**config.mk**
```make
export PLATFORM = sky130hd
export DESIGN_NAME = ram_burst_reader
export DESIGN_NICKNAME = d
export VERILOG_FILES = /design/src/rtl/ram_burst_pkg.sv /design/src/rtl/ram_burst_reader_fifo.sv /design/src/rtl/ram_burst_reader.sv
export SDC_FILE = /design/constraint.sdc
export NUM_CORES = 1
export LEC_CHECK = 0
export ABC_AREA = 1
export ABC_CLOCK_PERIOD_IN_PS = 2400
export BUFFER_PORTS_ARGS = -buffer_cell sky130_fd_sc_hd__buf_2
export CAP_MARGIN = 10
export CORE_ASPECT_RATIO = 1.2
export CORE_MARGIN = 2
export CORE_UTILIZATION = 30
export CTS_CLUSTER_SIZE = 20
export DETAILED_ROUTE_END_ITERATION = 10
export PLACE_DENSITY_LB_ADDON = 0.2
export SLEW_MARGIN = 40
export SYNTH_ARGS = -nofsm -noshare
export SYNTH_HDL_FRONTEND = slang
export SYNTH_HIERARCHICAL = 1
export SYNTH_SLANG_ARGS = --single-unit
```
**constraint.sdc**
```tcl
create_clock -name i_clk -period 2.4 [get_ports i_clk]
set_input_delay 0.12 -clock i_clk [delete_from_list [all_inputs] [get_ports i_clk]]
set_output_delay 0.12 -clock i_clk [all_outputs]
set_load 0.02 [all_outputs]
```
**src/rtl/ram_burst_pkg.sv**
```systemverilog
`default_nettype none
// ============================================================================
// Module      : ram_burst_pkg
// Description : Shared types and elaboration helpers for ram_burst_reader.
//               Holds the FSM state encoding, the credit-counter width
//               helper and the parameter legality checks used by the top.
// Revision    : 1.0 - initial release
// ============================================================================
package ram_burst_pkg;

    // Burst engine states, explicitly encoded on two bits
    typedef enum logic [1:0] {
        IDLE  = 2'd0,
        ISSUE = 2'd1,
        DRAIN = 2'd2
    } state_t;

    // Credit/occupancy counters must hold the value FIFO_DEPTH itself
    function automatic int credit_width(input int depth);
        return $clog2(depth) + 1;
    endfunction

    // RAM read latency supported by the latency pipe
    function automatic bit latency_ok(input int lat);
        return (lat >= 1) && (lat <= 4);
    endfunction

    // FIFO must be a power of two and deep enough to cover a full latency pipe
    function automatic bit depth_ok(input int depth, input int lat);
        return (depth > 0) && ((depth & (depth - 1)) == 0) && (depth >= lat + 1);
    endfunction

endpackage
`default_nettype wire

```
**src/rtl/ram_burst_reader_fifo.sv**
```systemverilog
`default_nettype none
// ============================================================================
// Module      : sync_fifo
// Description : Single-clock first-word-fall-through FIFO. The head entry is
//               presented on o_data whenever o_empty is low. i_flush empties
//               the FIFO synchronously and takes priority over push/pop.
// Ports       : i_clk, i_rst_n (async, active low), i_flush, i_push, i_pop,
//               i_data, o_data, o_full, o_empty, o_count
// Revision    : 1.0 - initial release
// ============================================================================
module sync_fifo #(
    parameter int WIDTH = 8,
    parameter int DEPTH = 4
) (
    input  logic                       i_clk,
    input  logic                       i_rst_n,
    input  logic                       i_flush,
    input  logic                       i_push,
    input  logic                       i_pop,
    input  logic [WIDTH-1:0]           i_data,
    output logic [WIDTH-1:0]           o_data,
    output logic                       o_full,
    output logic                       o_empty,
    output logic [$clog2(DEPTH):0]     o_count
);

    localparam int c_PTR_W = $clog2(DEPTH);

    logic [WIDTH-1:0]   r_mem [DEPTH];
    logic [c_PTR_W-1:0] r_wr_ptr;
    logic [c_PTR_W-1:0] r_rd_ptr;
    logic [c_PTR_W:0]   r_count;
    logic               w_pop;

    assign o_empty = (r_count == '0);
    assign o_full  = (r_count == (c_PTR_W + 1)'(DEPTH));
    assign o_count = r_count;
    assign o_data  = r_mem[r_rd_ptr];
    // A pop request against an empty FIFO is simply ignored
    assign w_pop   = i_pop && !o_empty;

    always_ff @(posedge i_clk or negedge i_rst_n) begin
        if (!i_rst_n) begin
            r_wr_ptr <= '0;
            r_rd_ptr <= '0;
            r_count  <= '0;
            // Storage is cleared so the head reads as zero out of reset
            for (int i = 0; i < DEPTH; i++) begin
                r_mem[i] <= '0;
            end
        end else if (i_flush) begin
            r_wr_ptr <= '0;
            r_rd_ptr <= '0;
            r_count  <= '0;
        end else begin
            if (i_push) begin
                r_mem[r_wr_ptr] <= i_data;
                r_wr_ptr        <= r_wr_ptr + c_PTR_W'(1);
            end
            if (w_pop) begin
                r_rd_ptr <= r_rd_ptr + c_PTR_W'(1);
            end
            case ({i_push, w_pop})
                2'b10:   r_count <= r_count + (c_PTR_W + 1)'(1);
                2'b01:   r_count <= r_count - (c_PTR_W + 1)'(1);
                default: r_count <= r_count;
            endcase
        end
    end

endmodule
`default_nettype wire

```
**src/rtl/ram_burst_reader.sv**
```systemverilog
`default_nettype none
// ============================================================================
// Module      : ram_burst_reader
// Description : Burst-read engine for a single-port synchronous RAM. A single
//               start command (base, length) produces back-to-back reads,
//               throttled by a credit scheme so the output FIFO can never
//               overflow. Returned data leaves on a valid/ready stream in
//               address order.
// Ports       : i_clk, i_rst_n (async, active low)
//               i_start, i_base_addr, i_len, o_busy, o_done  - command side
//               o_rd_en, o_ram_addr, i_data_rd               - RAM side
//               o_data_rd, o_valid, i_ready                  - stream side
//               i_abort, o_aborted        - only with RAM_BURST_ABORT_EN
// Options     : `define RAM_BURST_ABORT_EN adds burst abort support.
// Revision    : 1.0 - initial release
// ============================================================================
module ram_burst_reader
    import ram_burst_pkg::*;
#(
    parameter int SIZE_DATA  = 8,
    parameter int SIZE_ADDR  = 8,
    parameter int RD_LATENCY = 1,
    parameter int FIFO_DEPTH = 4
) (
    input  logic                 i_clk,
    input  logic                 i_rst_n,
    input  logic                 i_start,
    input  logic [SIZE_ADDR-1:0] i_base_addr,
    input  logic [SIZE_ADDR-1:0] i_len,
    output logic                 o_busy,
    output logic                 o_done,
    output logic                 o_rd_en,
    output logic [SIZE_ADDR-1:0] o_ram_addr,
    input  logic [SIZE_DATA-1:0] i_data_rd,
    output logic [SIZE_DATA-1:0] o_data_rd,
    output logic                 o_valid,
    input  logic                 i_ready
`ifdef RAM_BURST_ABORT_EN
    ,
    input  logic                 i_abort,
    output logic                 o_aborted
`endif
);

    localparam int                 c_CNT_W = credit_width(FIFO_DEPTH);
    localparam logic [c_CNT_W-1:0] c_DEPTH = c_CNT_W'(FIFO_DEPTH);

    generate
        if (!latency_ok(RD_LATENCY)) begin : g_bad_latency
            $error("ram_burst_reader: RD_LATENCY must be within 1..4");
        end
        if (!depth_ok(FIFO_DEPTH, RD_LATENCY)) begin : g_bad_depth
            $error("ram_burst_reader: FIFO_DEPTH must be a power of 2 and >= RD_LATENCY+1");
        end
    endgenerate

    state_t                r_state;
    state_t                w_state_nxt;
    logic [SIZE_ADDR-1:0]  r_addr;
    logic [SIZE_ADDR-1:0]  r_remain;
    logic [RD_LATENCY-1:0] r_pipe;
    logic [c_CNT_W-1:0]    r_in_flight;
    logic                  r_zero_done;

    logic                  w_accept;
    logic                  w_issue;
    logic                  w_exit;
    logic                  w_push;
    logic                  w_flush;
    logic                  w_abort;
    logic                  w_drain_done;
    logic                  w_fifo_empty;
    logic                  w_fifo_full;
    logic [c_CNT_W-1:0]    w_fifo_count;
    logic [c_CNT_W-1:0]    w_credits;

    // Every issued read owns a FIFO slot until it is popped, so the sum of
    // occupancy and reads in flight never exceeds the depth.
    assign w_credits    = c_DEPTH - w_fifo_count - r_in_flight;
    assign w_exit       = r_pipe[RD_LATENCY-1];
    assign w_accept     = (r_state == IDLE) && i_start && (i_len != '0);
    assign w_drain_done = (r_state == DRAIN) && (r_in_flight == '0) && w_fifo_empty;

    assign o_done     = r_zero_done | w_drain_done;
    assign o_busy     = (r_state != IDLE) && !w_drain_done;
    assign o_rd_en    = w_issue;
    assign o_ram_addr = r_addr;
    assign o_valid    = !w_fifo_empty;

`ifdef RAM_BURST_ABORT_EN
    logic r_aborting;

    // Abort is only meaningful while a burst is running
    assign w_abort   = i_abort && o_busy;
    assign w_flush   = w_abort;
    // Returns belonging to an aborted burst are discarded on arrival
    assign w_push    = w_exit && !w_abort && !r_aborting;
    assign o_aborted = w_drain_done && r_aborting;

    always_ff @(posedge i_clk or negedge i_rst_n) begin
        if (!i_rst_n) begin
            r_aborting <= 1'b0;
        end else if (w_drain_done) begin
            r_aborting <= 1'b0;
        end else if (w_abort) begin
            r_aborting <= 1'b1;
        end
    end
`else
    assign w_abort = 1'b0;
    assign w_flush = 1'b0;
    assign w_push  = w_exit;
`endif

    // Next-state and issue decision
    always_comb begin
        w_state_nxt = r_state;
        w_issue     = 1'b0;
        case (r_state)
            IDLE: begin
                if (w_accept) begin
                    w_state_nxt = ISSUE;
                end
            end
            ISSUE: begin
                if (w_abort) begin
                    w_state_nxt = DRAIN;
                end else if (w_credits != '0) begin
                    w_issue = 1'b1;
                    if (r_remain == SIZE_ADDR'(1)) begin
                        w_state_nxt = DRAIN;
                    end
                end
            end
            DRAIN: begin
                if (w_drain_done) begin
                    w_state_nxt = IDLE;
                end
            end
            default: w_state_nxt = IDLE;
        endcase
    end

    always_ff @(posedge i_clk or negedge i_rst_n) begin
        if (!i_rst_n) begin
            r_state     <= IDLE;
            r_addr      <= '0;
            r_remain    <= '0;
            r_pipe      <= '0;
            r_in_flight <= '0;
            r_zero_done <= 1'b0;
        end else begin
            r_state     <= w_state_nxt;
            // A zero-length request completes immediately without any read
            r_zero_done <= (r_state == IDLE) && i_start && (i_len == '0);

            if (w_accept) begin
                r_addr   <= i_base_addr;
                r_remain <= i_len;
            end else if (w_issue) begin
                // Address wraps naturally at 2^SIZE_ADDR
                r_addr   <= r_addr + SIZE_ADDR'(1);
                r_remain <= r_remain - SIZE_ADDR'(1);
            end

            // Valid bit travels alongside the RAM read; it leaves exactly when
            // the matching i_data_rd is valid.
            r_pipe[0] <= w_issue;
            for (int i = 1; i < RD_LATENCY; i++) begin
                r_pipe[i] <= r_pipe[i-1];
            end

            r_in_flight <= r_in_flight + c_CNT_W'(w_issue) - c_CNT_W'(w_exit);
        end
    end

    sync_fifo #(
        .WIDTH (SIZE_DATA),
        .DEPTH (FIFO_DEPTH)
    ) u_fifo (
        .i_clk   (i_clk),
        .i_rst_n (i_rst_n),
        .i_flush (w_flush),
        .i_push  (w_push),
        .i_pop   (i_ready),
        .i_data  (i_data_rd),
        .o_data  (o_data_rd),
        .o_full  (w_fifo_full),
        .o_empty (w_fifo_empty),
        .o_count (w_fifo_count)
    );

`ifndef SYNTHESIS
    // The credit scheme must make a push into a full FIFO impossible
    a_no_overflow: assert property (@(posedge i_clk) disable iff (!i_rst_n)
        !(w_push && w_fifo_full));
`endif

endmodule
`default_nettype wire

```
# After elaboration in Yosys (flattened, before gate mapping)
# Index checks and enable logic that the tools add are counted.
# totals
regBits,62
in_bits,28
out_inout_bits,20
wordCells,76
# op_classes
reduce_logical,20
n_bitwise,3
n_addsub,10
eq_ne,9
n_lt_le_gt_ge,3
n_mux,18
# ops
operator,count
$mux 8,7
$bwmux 32,1
$bmux 8 s2,1
$demux 8 s2,1
$add 8x1->8 const B,1
$eq 8x1->1 const B,1
$logic_and 1x1->1,8
$logic_not 8->1,1
$mux 2,4
$ne 2x2->1 const B,4
$reduce_bool 8->1,1
$sub 8x1->8 const B,1
$ge 3x3->1 const B,2
$logic_not 3->1,2
$not 2->3,2
$pmux 2 s3,1
$pmux 3 s2,1
$reduce_bool 2->1,3
$add 2x1->2 const B,2
$eq 2x1->1 const B,2
$eq 2x2->1 const B,2
$reduce_and 4->1,1
$add 3x1->3,1
$add 3x1->3 const B,1
10 further kinds,12

# Depth between registers and ports, before layout
# depth
word_depth,7
ltp_mapped,16
ltp_nobuf,15

# Cells and area by module
# The synthesis kept the hierarchy.
# by_module_without_submodules
module,area_each_um2,n_inst,cells_each,seq_area_each_um2
sync_fifo,1956.9,1,216,975.9
ram_burst_reader,1732.9,1,251,575.6

# Worst setup path before layout
# OpenSTA, ideal clock, no wires.
# synth_timing
path_type,register to register
from,"reg u_fifo.r_count[1], in the netlist u_fifo/o_count[1]"
to,reg r_in_flight[2]
t_required_ns,2.271
synth_period_minus_slack_ns,2.696
stages_incl_launch_ff,17
setup_slack_ns,-0.296
arrival_time_ns,2.567
path_buffers,1
setup_time_ns,0.129
path_cell_list,dfrtp_1 -> ha_1 -> inv_1 -> ha_1 -> nor2_1 -> inv_1 -> nand2_1 -> nand2_1 -> nand2_1 -> nand2_2 -> nand2_4 -> buf_4 -> inv_1 -> ha_1 -> fa_1 -> xnor2_1 -> xor2_1
# synth_via
elab_chain_len,7
# synth_lines
item,line_no,rtl
from (decl),ram_burst_reader_fifo.sv:32,logic [c_PTR_W:0] r_count;
from (signal assigned),ram_burst_reader_fifo.sv:64,2'b10: r_count <= r_count + (c_PTR_W + 1)'(1);
from (signal assigned),ram_burst_reader_fifo.sv:65,2'b01: r_count <= r_count - (c_PTR_W + 1)'(1);
from (signal assigned),ram_burst_reader_fifo.sv:66,default: r_count <= r_count;
$sub 3x3->3 (2 in a row),ram_burst_reader.sv:79,assign w_credits = c_DEPTH - w_fifo_count - r_in_flight;
$reduce_bool 3->1,ram_burst_reader.sv:128,end else if (w_credits != '0) begin
$mux 1,ram_burst_reader.sv:128,
$mux 1,ram_burst_reader.sv:119,case (r_state)
net o_rd_en,ram_burst_reader.sv:32,"output logic o_rd_en,"
$add 3x1->3,ram_burst_reader.sv:173,r_in_flight <= r_in_flight + c_CNT_W'(w_issue) - c_CNT_W'(w_exit);
$sub 3x1->3,ram_burst_reader.sv:173,
to (signal assigned),ram_burst_reader.sv:173,
to (decl),ram_burst_reader.sv:62,logic [c_CNT_W-1:0] r_in_flight;
# The timed path passes the listed nets, and every way through them passes these cells.
# A chain may end at the register's enable or synchronous reset.

# Worst setup path in the final report
# layout_timing
from,reg r_in_flight[1]
to,reg r_in_flight[2]
# layout_via
elab_chain_len,6
# layout_lines
item,line_no
$sub 3x3->3,ram_burst_reader.sv:79
$reduce_bool 3->1,ram_burst_reader.sv:128
$mux 1,ram_burst_reader.sv:128
$mux 1,ram_burst_reader.sv:119
$add 3x1->3 (*),ram_burst_reader.sv:173
$sub 3x1->3 (*),ram_burst_reader.sv:173
# Every way passes the cells marked *; elsewhere a longest branch is shown, timed or not.

==> results.txt <==
----------------------------------------------------
[Synthesis]
  Ys Warns ... 6
  Mapped Area ... 3680 um2
  Synthesized area per cell ... 7.91 um2
  Cells after Synth ... around 470

[Drt]
  Avg Vias per Cell ... 4.58
  Vias after detailed routing ... 3170
  Total Wirelength ... 8.48 mm
  Detailed-route DRC error count ... 0
  Detail Route Antenna Nets ... 0
  Average wire per standard cell ... ~12 um
  DR iter-0 viols ... 144
  First-pass detailed-route iteration total ... 4

[STA]
  Final critical-path setup slack ... just over 0.03 ns
  Final worst clock skew ... 0.00441 ns
  Min Tclk post-route ... 2.37 ns
  Worst relative slew slack ... 0.618
  Fraction of the cycle the final worst path needs ... 0.987
  Final Hold Viols ... 0
  Worst slack on hold paths ... approximately 0.11 ns
  Final setup fails ... 0
  Max Clk Rate ... 0.422 GHz
  Slew @ Worst Pin ... 0.574 ns
  Pins Over Slew Limit ... 0
  Unrepaired setup endpoints after global routing ... true

[Clocking]
  Maximum buffer depth of the clock tree ... 2
  Total clock buffers created by CTS ... 9
  CTS tree ... done
  Sink count of the clock tree ... 62
  H-tree lvl count ... 3
  Buffer type at the clock tree root ... clkbuf_16
  Clock slew at reported path FFs ... roughly 0.05 ns
  Later-pin clock latency in the skew report ... between 0.3 and 0.4 ns

[Floorplan]
  Initial Util ... 0.306
  Total I/O pin count ... 48
  Total die area ... 13200 um2
  Area of the core ... approximately 12000 um2
  Core Rows ... 44
  Height of the die ... 125 um
  Die W ... 105 um

[Worst setup path]
  Critical path data required time ... 2.60 ns
  Worst path max stage delay ... roughly 0.38 ns
  Critical path class ... reg -> reg
  Startpoint types ... flop
  Flop2flop setup slack ... 0.03 ns
  CP Data Arrival Time ... 2.57 ns
  Launching point of the worst reg2reg path ... r_in_flight[1]$_DFF_PN0_
  Worst-path cell chain ... ha_1 -> inv_1 -> ha_2 -> nand2_1 -> inv_1 -> nor2_1 -> nand2_1 -> nand2_1 -> nand2_2 -> nand2_4 -> clkinvlp_4 -> ha_4 -> fa_2 -> xnor2_2 -> xor2_1
  Top fanout value on the critical path ... 3
  Critical path's slowest cell ... dfrtp_1
  Source of the critical timing path ... r_in_flight[1]$_DFF_PN0_
  Worst setup EP type ... flop
  Worst setup path end ... r_in_flight[2]$_DFF_PN0_
  Worst reg-to-reg path cell count ... 15
  Worst r2r dst ... r_in_flight[2]$_DFF_PN0_
  Most frequent cell on the critical path ... nand2_1

[Cells and area]
  Highest-count cells in the layout ignoring fill and taps ... nand2_1, dfrtp_1, inv_1, buf_2, nand3_1
  Most common library cell in the layout ignoring fill and taps ... nand2_1
  Post-layout util ... 0.372
  Fraction of final layout cells with drive strength greater than 1 ... 0.215
  Post-synthesis to final-layout area growth ... 21.8%
  Final antenna diode count ... 0
  Final layout net count ... 568

[Global routing]
  Maximum number of pins on one net before global-route repair ... between 40 and 50
  Sum of overflow across all layers after global routing ... 0
  Via count of the first global-routing pass ... 3099
  Number of antenna violations at the first check in global routing ... 0
  Tot GR Track Use ... 0.137
  Global-route wire length before repair ... 14.7 mm

[Place]
  Post-place setup slack ... roughly 0.018 ns
  Input/output buffers ... 47
  Half-perimeter wire length after detailed placement ... 5.86 mm
  GPL Wtd Cong ... approximately 0.75

[Run]
  Number of max-cap violations ... 0

[Pwr]
  Worst IR drop on VDD ... 0.000429 V
  PwrDens ... 1480 nW/um2
  Total power draw ... between 6 and 7 mW
  Leakage dissipation ... 2.39 nW

[Min path]
  Hold/Removal Path Class ... in -> reg

[Run status]
  Result of the run ... completed

----------------------------------------------------
metrics by stage:
step,std cells,area (um2),setup TNS (ns)
after floorplan,470,3730,-0.255
after global placement,670,4090,0
after detailed placement,670,4090,0
after CTS,689,4460,0
after global routing,692,4490,-0.114
final,692,4490,0
power breakdown:
group | internal, mW | leakage (nW) | switching [mW]
combinational | 1.27 | 1.45 | 2.01
sequential | 1.54 | 0.780 | 0.373
clock | 1.01 | 0.159 | 0.466
total | 3.81 | 2.39 | 2.85
critical path, delay by kind of cell, from the launching register on:
kind | cells | cell delay [ns]
adders and majority gates | 4 | 0.95
and+or+nand+nor | 6 | 0.45
DFF | 1 | 0.38
xor gates and xnor gates | 2 | 0.28
buffers and inverters | 3 | 0.18
repair_timing:
action                     CTS  global route
setup endpoints to repair    1             1
gates resized for setup      1             0
cloned                       0             0
setup buffers                2             3
hold endpoints to repair    21             0
hold buffers                 1             0
pin swaps                    0             2
worst min path at each step:
| stage | startpoint | to | slack [ns] | cells past startpoint |
|---|---|---|---|---|
| 2_1_floorplan | i_rst_n | o_ram_addr[0]$_DFFE_PN0P_ | -0.18 | 0 |
| 3_3_place_gp | i_rst_n | u_fifo/r_mem[27]$_DFFE_PN0P_ | 0.15 | 1 |
| 3_5_place_dp | i_rst_n | u_fifo/r_mem[2]$_DFFE_PN0P_ | 0.15 | 1 |
| 4_1_cts | i_data_rd[6] | u_fifo/r_mem[6]$_DFFE_PN0P_ | 0.1 | 3 |
| 5_1_grt | i_data_rd[1] | u_fifo/r_mem[1]$_DFFE_PN0P_ | 0.11 | 3 |
| 6_report | i_data_rd[6] | u_fifo/r_mem[6]$_DFFE_PN0P_ | 0.11 | 3 |
metal layers:
layer	wire (um)	vias to the layer above	track usage
met5	0	-	0
li1	-	1612	-
met3	266	9	0.0302
met4	91	0	0.0471
met1	4010	1492	0.174
met2	4110	57	0.231
registers in the layout, indices dropped and copies added (netlist names):
name and count:
r_state 2, r_pipe 1, r_in_flight 3, u_fifo/r_wr_ptr 2, u_fifo/o_count 3, r_remain 8, o_ram_addr 8, u_fifo/r_mem 32
u_fifo/r_rd_ptr 2, r_zero_done 1
cell type report:
type                            count  area, um2
Clock buffer                       10        229
Clock inverter                      6        110
Fill cell                        1282       7570
Inverter                           50        191
Multi-Input combinational cell    343       1860
Sequential cell                    62       1550
Tap cell                          161        201
Timing Repair Buffer               60        348
Power figures use the tool's default switching activity.
